**src/rtl/ddram_rom_arbiter.sv**
```systemverilog
`default_nettype none
// ============================================================================
// Module   : ddram_rom_arbiter
// Brief    : Shares the DDR3 Avalon port between the HPS ROM download writer
//            (16-bit words) and the core ROM fetch reader (64-bit lines).
//            Optional one-line read cache enabled by DDRAM_RDCACHE_EN.
// Revision : 1.0 - initial release
// ============================================================================
module ddram_rom_arbiter #(
    parameter logic [28:0] BASE_ADDR = 29'h0600000,
    parameter int          ADDR_W    = 25
) (
    input  logic              clk_sys,
    input  logic              reset_n,

    input  logic [ADDR_W-1:0] wraddr,
    input  logic [15:0]       din,
    input  logic              we_req,
    output logic              we_ack,

    input  logic [ADDR_W-1:0] rdaddr,
    output logic [63:0]       dout,
    input  logic              rd_req,
    output logic              rd_ack,

    input  logic              DDRAM_BUSY,
    output logic [7:0]        DDRAM_BURSTCNT,
    output logic [28:0]       DDRAM_ADDR,
    input  logic [63:0]       DDRAM_DOUT,
    input  logic              DDRAM_DOUT_READY,
    output logic              DDRAM_RD,
    output logic [63:0]       DDRAM_DIN,
    output logic [7:0]        DDRAM_BE,
    output logic              DDRAM_WE
);

    localparam int c_line_w = ADDR_W - 3;

    typedef enum logic [1:0] {
        S_IDLE    = 2'd0,
        S_WR      = 2'd1,
        S_RD      = 2'd2,
        S_RD_WAIT = 2'd3
    } state_t;

    state_t              r_state;
    logic                r_we_ack;
    logic                r_rd_ack;
    logic [63:0]         r_dout;
    logic                r_ddr_rd;
    logic                r_ddr_we;
    logic [28:0]         r_ddr_addr;
    logic [63:0]         r_ddr_din;
    logic [7:0]          r_ddr_be;

    logic                w_wr_pend;
    logic                w_rd_pend;
    logic [c_line_w-1:0] w_wr_line;
    logic [c_line_w-1:0] w_rd_line;
    logic [28:0]         w_wr_ddr_addr;
    logic [28:0]         w_rd_ddr_addr;
    logic [7:0]          w_wr_be;
    logic                w_cache_hit;
    logic [63:0]         w_cache_data;
    logic                w_unused_bits;

    assign w_wr_pend     = we_req ^ r_we_ack;
    assign w_rd_pend     = rd_req ^ r_rd_ack;
    assign w_wr_line     = wraddr[ADDR_W-1:3];
    assign w_rd_line     = rdaddr[ADDR_W-1:3];
    // Line addresses wrap modulo 2^29 after the base offset is applied.
    assign w_wr_ddr_addr = BASE_ADDR + 29'(w_wr_line);
    assign w_rd_ddr_addr = BASE_ADDR + 29'(w_rd_line);
    assign w_wr_be       = 8'b0000_0011 << {wraddr[2:1], 1'b0};
    assign w_unused_bits = &{1'b0, wraddr[0], rdaddr[2:0]};

    assign we_ack         = r_we_ack;
    assign rd_ack         = r_rd_ack;
    assign dout           = r_dout;
    assign DDRAM_BURSTCNT = 8'd1;
    assign DDRAM_ADDR     = r_ddr_addr;
    assign DDRAM_RD       = r_ddr_rd;
    assign DDRAM_DIN      = r_ddr_din;
    assign DDRAM_BE       = r_ddr_be;
    assign DDRAM_WE       = r_ddr_we;

`ifdef DDRAM_RDCACHE_EN
    logic [c_line_w-1:0] r_cache_tag;
    logic [63:0]         r_cache_data;
    logic                r_cache_valid;

    assign w_cache_hit  = r_cache_valid && (r_cache_tag == w_rd_line);
    assign w_cache_data = r_cache_data;

    // A write to the cached line invalidates it as the write leaves IDLE.
    always_ff @(posedge clk_sys or negedge reset_n) begin
        if (!reset_n) begin
            r_cache_tag   <= '0;
            r_cache_data  <= 64'd0;
            r_cache_valid <= 1'b0;
        end else if (r_state == S_IDLE && w_wr_pend) begin
            if (r_cache_tag == w_wr_line) begin
                r_cache_valid <= 1'b0;
            end
        end else if (r_state == S_RD_WAIT && DDRAM_DOUT_READY) begin
            r_cache_tag   <= w_rd_line;
            r_cache_data  <= DDRAM_DOUT;
            r_cache_valid <= 1'b1;
        end
    end
`else
    assign w_cache_hit  = 1'b0;
    assign w_cache_data = 64'd0;
`endif

    always_ff @(posedge clk_sys or negedge reset_n) begin
        if (!reset_n) begin
            r_state    <= S_IDLE;
            r_we_ack   <= 1'b0;
            r_rd_ack   <= 1'b0;
            r_dout     <= 64'd0;
            r_ddr_rd   <= 1'b0;
            r_ddr_we   <= 1'b0;
            r_ddr_addr <= 29'd0;
            r_ddr_din  <= 64'd0;
            r_ddr_be   <= 8'd0;
        end else begin
            case (r_state)
                S_IDLE: begin
                    // Writes win: the ROM download must never be starved.
                    if (w_wr_pend) begin
                        r_ddr_addr <= w_wr_ddr_addr;
                        r_ddr_din  <= {4{din}};
                        r_ddr_be   <= w_wr_be;
                        r_ddr_we   <= 1'b1;
                        r_state    <= S_WR;
                    end else if (w_rd_pend) begin
                        if (w_cache_hit) begin
                            r_dout   <= w_cache_data;
                            r_rd_ack <= ~r_rd_ack;
                        end else begin
                            r_ddr_addr <= w_rd_ddr_addr;
                            r_ddr_rd   <= 1'b1;
                            r_state    <= S_RD;
                        end
                    end
                end
                S_WR: begin
                    if (!DDRAM_BUSY) begin
                        r_ddr_we <= 1'b0;
                        r_we_ack <= ~r_we_ack;
                        r_state  <= S_IDLE;
                    end
                end
                S_RD: begin
                    if (!DDRAM_BUSY) begin
                        r_ddr_rd <= 1'b0;
                        r_state  <= S_RD_WAIT;
                    end
                end
                S_RD_WAIT: begin
                    if (DDRAM_DOUT_READY) begin
                        r_dout   <= DDRAM_DOUT;
                        r_rd_ack <= ~r_rd_ack;
                        r_state  <= S_IDLE;
                    end
                end
                default: begin
                    r_state <= S_IDLE;
                end
            endcase
        end
    end

endmodule
`default_nettype wire

```
**config.mk**
```make
export PLATFORM = sky130hd
export DESIGN_NAME = ddram_rom_arbiter
export DESIGN_NICKNAME = d
export VERILOG_FILES = /design/src/rtl/ddram_rom_arbiter.sv
export SDC_FILE = /design/constraint.sdc
export NUM_CORES = 1
export LEC_CHECK = 0
export BUFFER_PORTS_ARGS = -buffer_cell sky130_fd_sc_hd__buf_2
export CAP_MARGIN = 20
export CORE_ASPECT_RATIO = 0.7
export CORE_MARGIN = 2
export CORE_UTILIZATION = 24
export DETAILED_ROUTE_END_ITERATION = 8
export PLACE_DENSITY_LB_ADDON = 0.25
export SYNTH_ARGS = -nofsm -noshare
export SYNTH_HDL_FRONTEND = slang
export SYNTH_SLANG_ARGS = --single-unit
```
**constraint.sdc**
```tcl
create_clock -name clk_sys -period 1.8 [get_ports clk_sys]
set_clock_uncertainty 0.15 [all_clocks]
set_input_delay 0.36 -clock clk_sys [delete_from_list [all_inputs] [get_ports clk_sys]]
set_output_delay 0.36 -clock clk_sys [all_outputs]
set_load 0.01 [all_outputs]
```
# Word level (Yosys, flattened, before mapping)
# Index checks and enable logic that the tools add are counted.
[op_classes] n_addsub=2 n_eq_ne=10 n_shift=1 mux=14 bitwise_logic=5 reduce_logical=11
[op_table] cell="$mux W29" n=2
[op_table] cell="$add A23 B22 Y24 const A" n=2
[op_table] cell="$ne A2 B2 Y1 const B" n=6
[op_table] cell="$mux W2" n=5
[op_table] cell="$pmux W2 S4" n=1
[op_table] cell="$reduce_and A2 Y1" n=4
[op_table] cell="$reduce_and A4 Y1" n=2
[op_table] cell="$shl A2 B3 Y8 const A" n=1
[op_table] cell="$reduce_bool A2 Y1" n=3
[op_table] cell="$eq A2 B2 Y1 const B" n=2
[op_table] cell="$mux W1" n=4
[op_table] cell="$pmux W1 S2" n=2
[op_table] cell="$ne A3 B3 Y1 const B" n=1
[op_table] cell="$not A1 Y1" n=3
[op_table] cell="$reduce_and A3 Y1" n=1
[op_table] cell="$eq A2 B1 Y1 const B" n=1
[op_table] cell="$logic_not A2 Y1" n=1
[op_table] cell="$xor A1 B1 Y1" n=2
[totals] regBits=171 input_bits=136 out_inout_bits=177

# Longest topological paths before layout
# Gate-level depths: netlist (run 1).
[logic_depth] depth_word=4 ltp_mapped=4

# Least setup slack after synthesis (run 1)
# Ideal clock, no wire load.
[synth_path] kind="register to register" start="reg r_we_ack, in the netlist we_ack" end="reg r_ddr_addr[13], in the netlist DDRAM_ADDR[13]" setup_time_ns=0.125 arrival_ns=1.576 required_ns=1.525 slack_ns=-0.051 path_stages_with_launch=5 path_buffers=1 period_less_slack_ns=1.851 cell_sequence="dfrtp_1 > xor2_4 > buf_6 > mux2_2 > mux2_4"
[synth_via] elab_chain_len=3 elab_cells_between_ends=4
[synth_rtl] element="start, declared" line="47" text="logic r_we_ack;"
[synth_rtl] element="start signal, assigned" line="151" text="r_we_ack <= ~r_we_ack;"
[synth_rtl] element="$xor A1 B1 Y1 (*)" line="67" text="assign w_wr_pend = we_req ^ r_we_ack;"
[synth_rtl] element="$reduce_bool A2 Y1 (no line)"
[synth_rtl] element="$reduce_and A2 Y1 (no line)"
[synth_rtl] element="end signal, assigned" line="132" text="r_ddr_addr <= w_wr_ddr_addr;"
[synth_rtl] element="end signal, assigned" line="142" text="r_ddr_addr <= w_rd_ddr_addr;"
[synth_rtl] element="end, declared" line="52" text="logic [28:0] r_ddr_addr;"
# Mark *: on every way between the ends. The rest lies on a longest branch, timed or not.
# A chain may end at the register's enable or synchronous reset.

# Worst setup path after layout (run 1)
[layout_path] start="reg r_we_ack, in the netlist we_ack" end="reg r_ddr_din[59], in the netlist DDRAM_DIN[59]"
[layout_via] elab_chain_len=2
[layout_rtl] element="$xor A1 B1 Y1" line="67"
[layout_rtl] element="$reduce_and A2 Y1 (no line)"
[layout_rtl] element="end signal, assigned" line="133" text="r_ddr_din <= {4{din}};"
[layout_rtl] element="end, declared" line="53" text="logic [63:0] r_ddr_din;"
# Every way passes these cells.

==> results of run 1 <==
==> per-layer routing <==
metal,vias to the layer above,global-route usage [%]
met2,160,17.2
met5,-,0
met4,0,4.13
met3,13,3.76
li1,1677,-
met1,1736,13.5
==> path summary, 6_finish.rpt <==
check                               start              to  slack, ns  cells after the start
min                        DDRAM_DOUT[15]        dout[15]       0.03                      2
max in group asynchronous         reset_n   DDRAM_DIN[48]       0.67                      3
min reg2reg                      dout[20]        dout[20]       0.35                      1
max reg2reg                        we_ack   DDRAM_DIN[59]       0.05                      6
max                                we_ack   DDRAM_DIN[59]       0.05                      6
min in group asynchronous         reset_n  DDRAM_ADDR[14]       0.26                      2
==> timing repair <==
item,in CTS,in global routing
hold buffers,3,0
endpoints found under the setup margin,0,3
resized for setup,0,1
hold endpoints to repair,24,0
==> layout by cell type (no fill, tap or decap), types with 3 or more instances in the layout <==
master,count
buf_12,7
buf_2,294
buf_4,14
clkbuf_16,19
clkinv_2,3
conb_1,13
dfrtp_1,112
dlygate4sd3_1,3
inv_1,3
inv_6,7
mux2_2,90
mux2_4,36
nand2b_1,3
o21ai_0,3
==> worst max-delay path: cells and delay by family, from the launching register on <==
family | cells | cell delay [ns]
simple gates | 1 | 0.08
mux | 1 | 0.30
xor+xnor | 1 | 0.19
flops | 1 | 0.44
buf+inv | 3 | 0.47
==> cell families after synthesis <==
group           synth area share (%)
mux                             30.1
other cells                    0.144
compound gates                  1.20
buf+inv                         11.9
xor+xnor                        1.20
simple gates                    1.39
flops                           54.1
==> per-stage QoR <==
stage               utilization (%)  hold WS (ns)  setup TNS [ns]
finish                         34.3        0.0304               0
global route                   34.3        0.0104        -0.00302
detailed placement             31.3         0.170         -0.0132
floorplan                         -       -0.0856               0
CTS                            34.0       0.00340               0
global placement               31.3         0.169               0
==> area by class of cell <==
cell class | instances | area share [%]
sequential | 113 | 38.3
timing repair buffer | 320 | 24.3
multi-input combinational | 167 | 25.0
inverter | 3 | 0.153
tap | 282 | 4.78
clock buffer | 17 | 5.76
clock inverter | 15 | 1.66
==> registers in the layout (all words and copies together), names as in the netlist <==
signal      count
DDRAM_ADDR     23
DDRAM_BE        4
DDRAM_DIN      16
DDRAM_RD        1
DDRAM_WE        1
dout           64
r_state         2
rd_ack          1
we_ack          1
==> power breakdown <==
part / internal, W / switching, W / total (W)
clock: 0.00180 / 0.00133 / 0.00313
sequential: 0.00387 / 0.000810 / 0.00468
combinational: 0.00372 / 0.00297 / 0.00669
total: 0.00939 / 0.00511 / 0.0145
==> results_dict.tcl, run 1 <==
set metrics [dict create \
    status "finished, final reports clean" \
    path_cells "xor2_4 -> buf_4 -> buf_4 -> nand2_8 -> clkbuf_16 -> mux2_4" \
    synth_cells 351 \
    antenna_found_initial 0 \
    synth_edf_count 0 \
    hold_path.class "input port to flip-flop" \
    clk_latency_ns 0.40 \
    die-height_um 128 \
    post_cts.repair.setup_buffers 0 \
    max_freq_mhz 571 \
    die_w_um 180 \
    avgViaCountPerCell 3.91 \
    antennaDiodeCount 0 \
    ys_seq_area_share_pct 54.1 \
    synth_common_cells "dfrtp_1 (113), mux2_2 (90), buf_4 (66), mux2_4 (36), buf_2 (5)" \
    cp_max_fo 8 \
    async_reset_ff_share_pct 100 \
    maxCapViolations 0 \
    multiInputGateArea_sq_um 1840 \
    grt_pass1_vias 3612 \
    total_power_w 0.0145 \
    topRoutingLayerUsed "met4" \
    rows 45 \
    final_area_sq_um 7380 \
    port_buffers 295 \
    ir_worst_vdd_mv 0.585 \
    required_ns 1.93 \
    globalRouteOverflowTotal 0 \
    rsz0062_at_grt "yes" \
    yosysWarnings 0 \
    grt_pass1_wl_mm 19.5 \
    final_nets 758 \
    met2_length_mm 6.05 \
    dpl_cell_area_sq_um 6740 \
    dp_cells 880 \
    clock-sinks 113 \
    final-setup-viol-count 0 \
    critPathArrivalTime_ns 1.88 \
    synth_cell_types 27 \
    place_hpwl_mm 9.17 \
    cts_tree "built" \
    ioPinCount 313 \
    dr_wl_met3_um 924 \
    drtIter0Drc 80 \
    ys_top_cells_by_area "dfrtp_1 (54%), mux2_2 (19%), mux2_4 (10%), buf_4 (9.5%), buf_6 (0.86%)" \
    grt_max_degree 39 \
    drc 0 \
    avgSynthCellArea_sq_um 14.9 \
    clkTransAtPathRegs_ns 0.06 \
    end_kind "flip-flop" \
    ant_nets 0 \
    layout-area-overhead-vs-synth_pct 41.1 \
    seqCellArea_sq_um 2830 \
    finalWorstSetupSlack_ns 0.0484 \
    drt-met1-wl_mm 5.37 \
    pre_cts_slack_ns -0.00668 \
    first_pass_iters 4 \
    powerDensity_nw_per_um2 1960 \
    coreArea_sq_um 21500 \
    clockBufferDepth 2 \
    path_class "flip-flop to flip-flop" \
    synth_top_cell_area_share_pct 54.1 \
    cts_max_level 4 \
    synth-seq-cells 113 \
    fin_cells 917 \
    critPathSlowestCell "dfrtp_2" \
    num_vias 3586 \
    wl_per_cell_um 13.6 \
    netlist_area_sq_um 5230 \
    grtUsageTotal_pct 10.8 \
    drive_above_1_share_pct 75.7 \
    yosysTopAreaCell "dfrtp_1" \
    critPathLaunchType "flip-flop" \
    root_buffer "clkbuf_16" \
    post-route-min-period_ns 1.75 \
    cpPeakStageDelay_ns 0.44 \
    synthFlopType "dfrtp_1" \
    yosysMostFrequentCell "dfrtp_1" \
    die_area_sq_um 23000 \
    crit_top_cell "buf_4" \
    final-hold-violation-count 0 \
    fillers 2132 \
    cts_buffers 17 \
    finalCritPeriodShare_pct 97.3 \
    final_max_slew_viol_count 0 \
    start_util_pct 24.3 \
    p_leak_nw 3.78 \
    finalWirelength_mm 12.5 \
    globalplace.congestion 0.749 \
]
Note: power is estimated with default switching activity, not from simulation.
==> run 2: changes to the inputs <==
PLACE_DENSITY = 0.56   (was unset)
PLACE_DENSITY_LB_ADDON = unset   (was 0.25)
==> run 2 against run 1 <==
Net effect: combinational power about the same; non-clock buffer count increased by 10; via count increased by 0.33%; sequential power about the same; largest cell class unchanged; critical path depth decreased by 2; global-route usage increased by 0.31 points; register-to-register slack improved by 0.02 ns; utilization increased by 0.65 points; flip-flop and latch count unchanged; routed wire length decreased by 0.22%; critical path type unchanged; total power increased by 1.6%.
==> results_dict.tcl, run 2 (synthesized netlist as in run 1, its figures left out) <==
set metrics [dict create \
    post_cts.repair.setup_buffers 0 \
    layout-area-overhead-vs-synth_pct 43.7 \
    drive_above_1_share_pct 73.4 \
    grt_max_degree 66 \
    end_kind "flip-flop" \
    setup-tns-final_ns 0 \
    ant_nets 0 \
    crit_family "multiplexers" \
    finalWirelength_mm 12.5 \
    post-route-min-period_ns 1.73 \
    power_frac_comb_pct 45.2 \
    final-hold-violation-count 0 \
    start_util_pct 24.3 \
    final_max_slew_viol_count 0 \
    p_seq_share_pct 31.6 \
    clockBufferDepth 2 \
    cts_max_level 4 \
    clock-sinks 113 \
    die-height_um 128 \
    grtUsageTotal_pct 11.1 \
    clk_latency_ns 0.41 \
    hold-worst-slack_ns 0.0287 \
    grt_pass1_wl_mm 19.9 \
    p_sw_share_pct 33.5 \
    cp_max_fo 12 \
    max_freq_mhz 577 \
    clkPwrFrac_pct 23.2 \
    status "finished, final reports clean" \
    ioPinCount 313 \
    whs_path_depth 2 \
    rows 45 \
    avgViaCountPerCell 3.89 \
    wl_per_cell_um 13.5 \
    final-setup-viol-count 0 \
    critPathArrivalTime_ns 1.88 \
    hold_path_end "dout[56]" \
    largest_register_ffs 64 \
    die_w_um 180 \
    dpl_cell_area_sq_um 6750 \
    hold_path.class "input port to flip-flop" \
    critPathLaunchType "flip-flop" \
    finalCritPeriodShare_pct 96.2 \
    p_switching_w 0.00494 \
    grt_pass1_vias 3708 \
    globalRouteOverflowTotal 0 \
    root_buffer "clkbuf_16" \
    reg2reg_to "DDRAM_ADDR[8]" \
    ir_worst_vdd_mv 0.675 \
    path_cells "xor2_4 -> buf_12 -> mux2_2 -> mux2_4" \
    holdCritStartpoint "DDRAM_DOUT[56]" \
    die_area_sq_um 23000 \
    p_leak_nw 3.82 \
    antennaDiodeCount 0 \
    most-common-layout-cells "buf_2 (294), dfrtp_1 (112), mux2_2 (90), mux2_4 (36), dlygate4sd3_1 (18)" \
    globalplace.congestion 0.688 \
    required_ns 1.94 \
    path_buf_inv 1 \
    place_hpwl_mm 9.26 \
    antenna_found_initial 0 \
    rr_startpoint "we_ack" \
    p_int_w 0.00979 \
    drtIter0Drc 99 \
    r2r_cells 4 \
    fin_util_pct 35.0 \
    critPathSlowestCell "dfrtp_2" \
    coreArea_sq_um 21500 \
    first_pass_iters 4 \
    final_area_sq_um 7520 \
    num_vias 3598 \
    cpPeakStageDelay_ns 0.44 \
    maxCapViolations 0 \
    cp-startpoint "we_ack" \
    port_buffers 295 \
    final_common_cell "buf_2" \
    pre_cts_slack_ns -0.0269 \
    path_class "flip-flop to flip-flop" \
    powerDensity_nw_per_um2 1960 \
    cts_buffers 17 \
    rsz0062_at_grt "no" \
    clkTransAtPathRegs_ns 0.06 \
    finalWorstSetupSlack_ns 0.0679 \
    ff2ff_setup_slack_ns 0.07 \
    cts_tree "built" \
    final_nets 768 \
    post_cts_resized 0 \
    drc 0 \
]
-- run 2: through the flow --
step / power [W] / instances
floorplan: 0.00941 / 362
global route: 0.0157 / 925
finish: 0.0147 / 925
global placement: 0.0114 / 877
detailed placement: 0.0114 / 877
CTS: 0.0150 / 923
-- run 2: final cells by class --
class / instances / area, sq um
multi-input combinational: 167 / 1830
sequential: 113 / 2830
tap: 282 / 353
fill: 2170 / 14000
clock buffer: 21 / 460
clock inverter: 9 / 134
inverter: 3 / 11.3
timing repair buffer: 330 / 1900
-- run 2: what timing repair did --
item,4_1_cts,5_1_grt
hold buffers,16,2
hold endpoints to repair,128,2
endpoints found under the setup margin,0,6
-- run 2: routing by layer --
layer  part of all wire, %  global-route usage, %
met5                     0                      0
met4                   1.2                   4.03
met3                   9.4                   5.19
met2                    47                   17.1
met1                    43                   13.6
-- run 2: worst max-delay path by stage --
| stage | end | slack (ns) | cells after the start |
|---|---|---|---|
| final | DDRAM_ADDR[8] | 0.07 | 4 |
| after CTS | DDRAM_ADDR[8] | 0.03 | 4 |
| after floorplan | DDRAM_ADDR[13] | 0.00004 | 4 |
| after global routing | DDRAM_ADDR[7] | 0.01 | 4 |
| after detailed placement | DDRAM_ADDR[8] | -0.03 | 5 |
| after global placement | DDRAM_ADDR[0] | 0.01 | 5 |
-- run 2: worst register-to-register path: cells and delay by family, from the launching register on --
kind                      cells  cell delay, ns
DFF                           1            0.44
muxes                         2            0.62
buffers and inverters         1            0.18
xor gates and xnor gates      1            0.24
-- run 2: power groups by stage --
stage | registers [W] | clock network [W] | logic [W]
CTS | 0.00468 | 0.00352 | 0.00679
global placement | 0.00465 | 0 | 0.00672
detailed placement | 0.00467 | 0 | 0.00676
floorplan | 0.00529 | 0 | 0.00412
finish | 0.00465 | 0.00342 | 0.00666
global route | 0.00485 | 0.00366 | 0.00718
==> run 3: changes to the inputs <==
GPL_TIMING_DRIVEN = 0   (was unset)
REMOVE_ABC_BUFFERS = 1   (was unset)
==> run 3 against run 2 <==
Net effect: the flow now finishes with violations (negative setup slack); non-clock buffer count down 20; sequential share of layout area rose by 0.72 points; design area decreased by 1.8%; routed wire length grew 2.6%; setup slack worse by 0.072 ns; fmax shrank 4.0%; first-iteration DRC count fell by 43%; cell count down 1.6%; die area unchanged; worst hold slack better by 0.0018 ns; sequential power is 2% higher; critical path type unchanged; largest power group unchanged; highest routed layer unchanged.
==> results_dict.tcl, run 3 (synthesized netlist as in run 1, its figures left out) <==
set metrics [dict create \
    status "finished, violations left" \
    violations "negative setup slack" \
    final-setup-viol-count 1 \
    p_int_w 0.00959 \
    layout-area-overhead-vs-synth_pct 41.1 \
    ir_worst_vdd_mv 0.898 \
    critPathLaunchType "flip-flop" \
    path_cells "buf_12 -> xor2_4 -> buf_12 -> mux2_2 -> mux2_2" \
    drc 0 \
    fillers 2152 \
    p_sw_share_pct 34.4 \
    die_w_um 180 \
    powerDensity_nw_per_um2 1980 \
    avgViaCountPerCell 3.92 \
    power_frac_comb_pct 45.3 \
    seqCellArea_sq_um 2830 \
    die-height_um 128 \
    p_switching_w 0.00503 \
    globalplace.congestion 0.658 \
    cpPeakStageDelay_ns 0.46 \
    cts_tree "built" \
    final_common_cell "buf_2" \
    drtIter0Drc 56 \
    dp_cells 862 \
    antenna_found_initial 1 \
    hold-worst-slack_ns 0.0305 \
    grt_pass1_wl_mm 19.9 \
    clkTransAtPathRegs_ns 0.06 \
    start_util_pct 24.3 \
    wl_per_cell_um 14.1 \
    globalRouteOverflowTotal 0 \
    root_buffer "clkbuf_16" \
    reg2reg_to "DDRAM_ADDR[2]" \
    p_seq_share_pct 32.3 \
    ant_nets 0 \
    multiInputGateArea_sq_um 1940 \
    finalCritPeriodShare_pct 100 \
    critPathSlowestCell "dfrtp_2" \
    rows 45 \
    rr_startpoint "we_ack" \
    final_max_slew_viol_count 0 \
    largest_register_ffs 64 \
    cp_max_fo 12 \
    clkPwrFrac_pct 22.4 \
    total_power_w 0.0146 \
    cts_max_level 4 \
    place_hpwl_mm 8.78 \
    final_nets 750 \
    coreArea_sq_um 21500 \
    cts_buffers 17 \
    r2r_cells 5 \
    most-common-layout-cells "buf_2 (294), dfrtp_1 (111), mux2_2 (81), mux2_4 (45), clkbuf_16 (17)" \
    path_class "flip-flop to flip-flop" \
    required_ns 1.94 \
    die_area_sq_um 23000 \
    critical_path.endpoint "DDRAM_ADDR[2]" \
    grt_pass1_vias 3582 \
    first_pass_iters 4 \
    whs_path_depth 2 \
    clk_latency_ns 0.40 \
    grtUsageTotal_pct 11.3 \
    clockBufferDepth 2 \
    critPathArrivalTime_ns 1.94 \
    end_kind "flip-flop" \
    finalWirelength_mm 12.8 \
    p_leak_nw 3.78 \
    maxCapViolations 0 \
    max_freq_mhz 554 \
    setup-tns-final_ns -0.00368 \
    grt_max_degree 91 \
    port_buffers 295 \
    clock-sinks 113 \
    ff2ff_setup_slack_ns -0.004 \
    num_vias 3568 \
    fin_cells 910 \
    ioPinCount 313 \
    rsz0062_at_grt "yes" \
    finalWorstSetupSlack_ns -0.00368 \
    drive_above_1_share_pct 75.3 \
    hold_path.class "input port to flip-flop" \
    cp-startpoint "we_ack" \
    final-hold-violation-count 0 \
    post-route-min-period_ns 1.80 \
]
## run 3: cell count changes in the layout (fill, tap and decap cells not counted), moves of 2 or more
cell / delta
buf_12: -7
buf_4: -4
buf_16: +2
buf_6: +2
clkinvlp_4: -3
clkinv_2: +6
mux2_4: +9
xor2_4: +2
dlygate4sd3_1: -13
mux2_2: -9
## run 3: power by group through the flow
stage               Combinational [W]  Clock, W  Sequential, W
finish                        0.00662   0.00328        0.00472
global route                  0.00711   0.00352        0.00491
CTS                           0.00667   0.00340        0.00473
detailed placement            0.00628         0        0.00472
global placement              0.00634         0        0.00467
floorplan                     0.00275         0        0.00563
## run 3: area by class of cell
class | count | share of cell area (%)
diodes | 1 | 0.0339
well taps | 282 | 4.78
clock buffers | 21 | 6.24
inverters | 3 | 0.153
clock inverters | 11 | 1.51
flip-flops and latches | 113 | 38.3
multi-input cells | 169 | 26.2
repair buffers | 310 | 22.7
## run 3: layer usage
layer	global-route usage [%]	up-vias	part of all wire [%]
met5	0	-	0
met4	4.17	0	1.4
met3	4.65	10	8.4
met2	17.2	177	45
met1	14.5	1725	45
li1	-	1656	-
## run 3: worst max-delay path, delay by kind of cell (launching register included)
kind	cells	cell delay, ns
mux	2	0.60
flops	1	0.46
buf+inv	2	0.32
xor+xnor	1	0.14
## run 3: worst min path at each step
stage / to / slack (ns) / start
after floorplan: DDRAM_ADDR[0] / -0.09 / reset_n
after global placement: dout[63] / 0.33 / dout[63]
after detailed placement: dout[59] / 0.08 / reset_n
after CTS: dout[4] / 0.001 / DDRAM_DOUT[4]
after global routing: dout[19] / 0.0009 / DDRAM_DOUT[19]
final: dout[4] / 0.03 / DDRAM_DOUT[4]
## run 3: what timing repair did
| item | in CTS | in global routing |
|---|---|---|
| hold endpoints to repair | 23 | 4 |
| pin swaps | 2 | 1 |
| gates cloned | 2 | 0 |
| hold buffers | 1 | 4 |
| setup buffers | 7 | 1 |
| resized for setup | 8 | 10 |
| setup endpoints to repair | 45 | 19 |
## run 3: stage by stage
stage | area, sq um | util (%) | worst slack (ns)
2_1_floorplan | 4660 | - | -1.20
3_3_place_gp | 6490 | 30.2 | -2.35
3_5_place_dp | 6560 | 30.5 | -0.691
4_1_cts | 7300 | 33.9 | 0.0169
5_1_grt | 7380 | 34.3 | -0.0458
6_report | 7380 | 34.3 | -0.00368
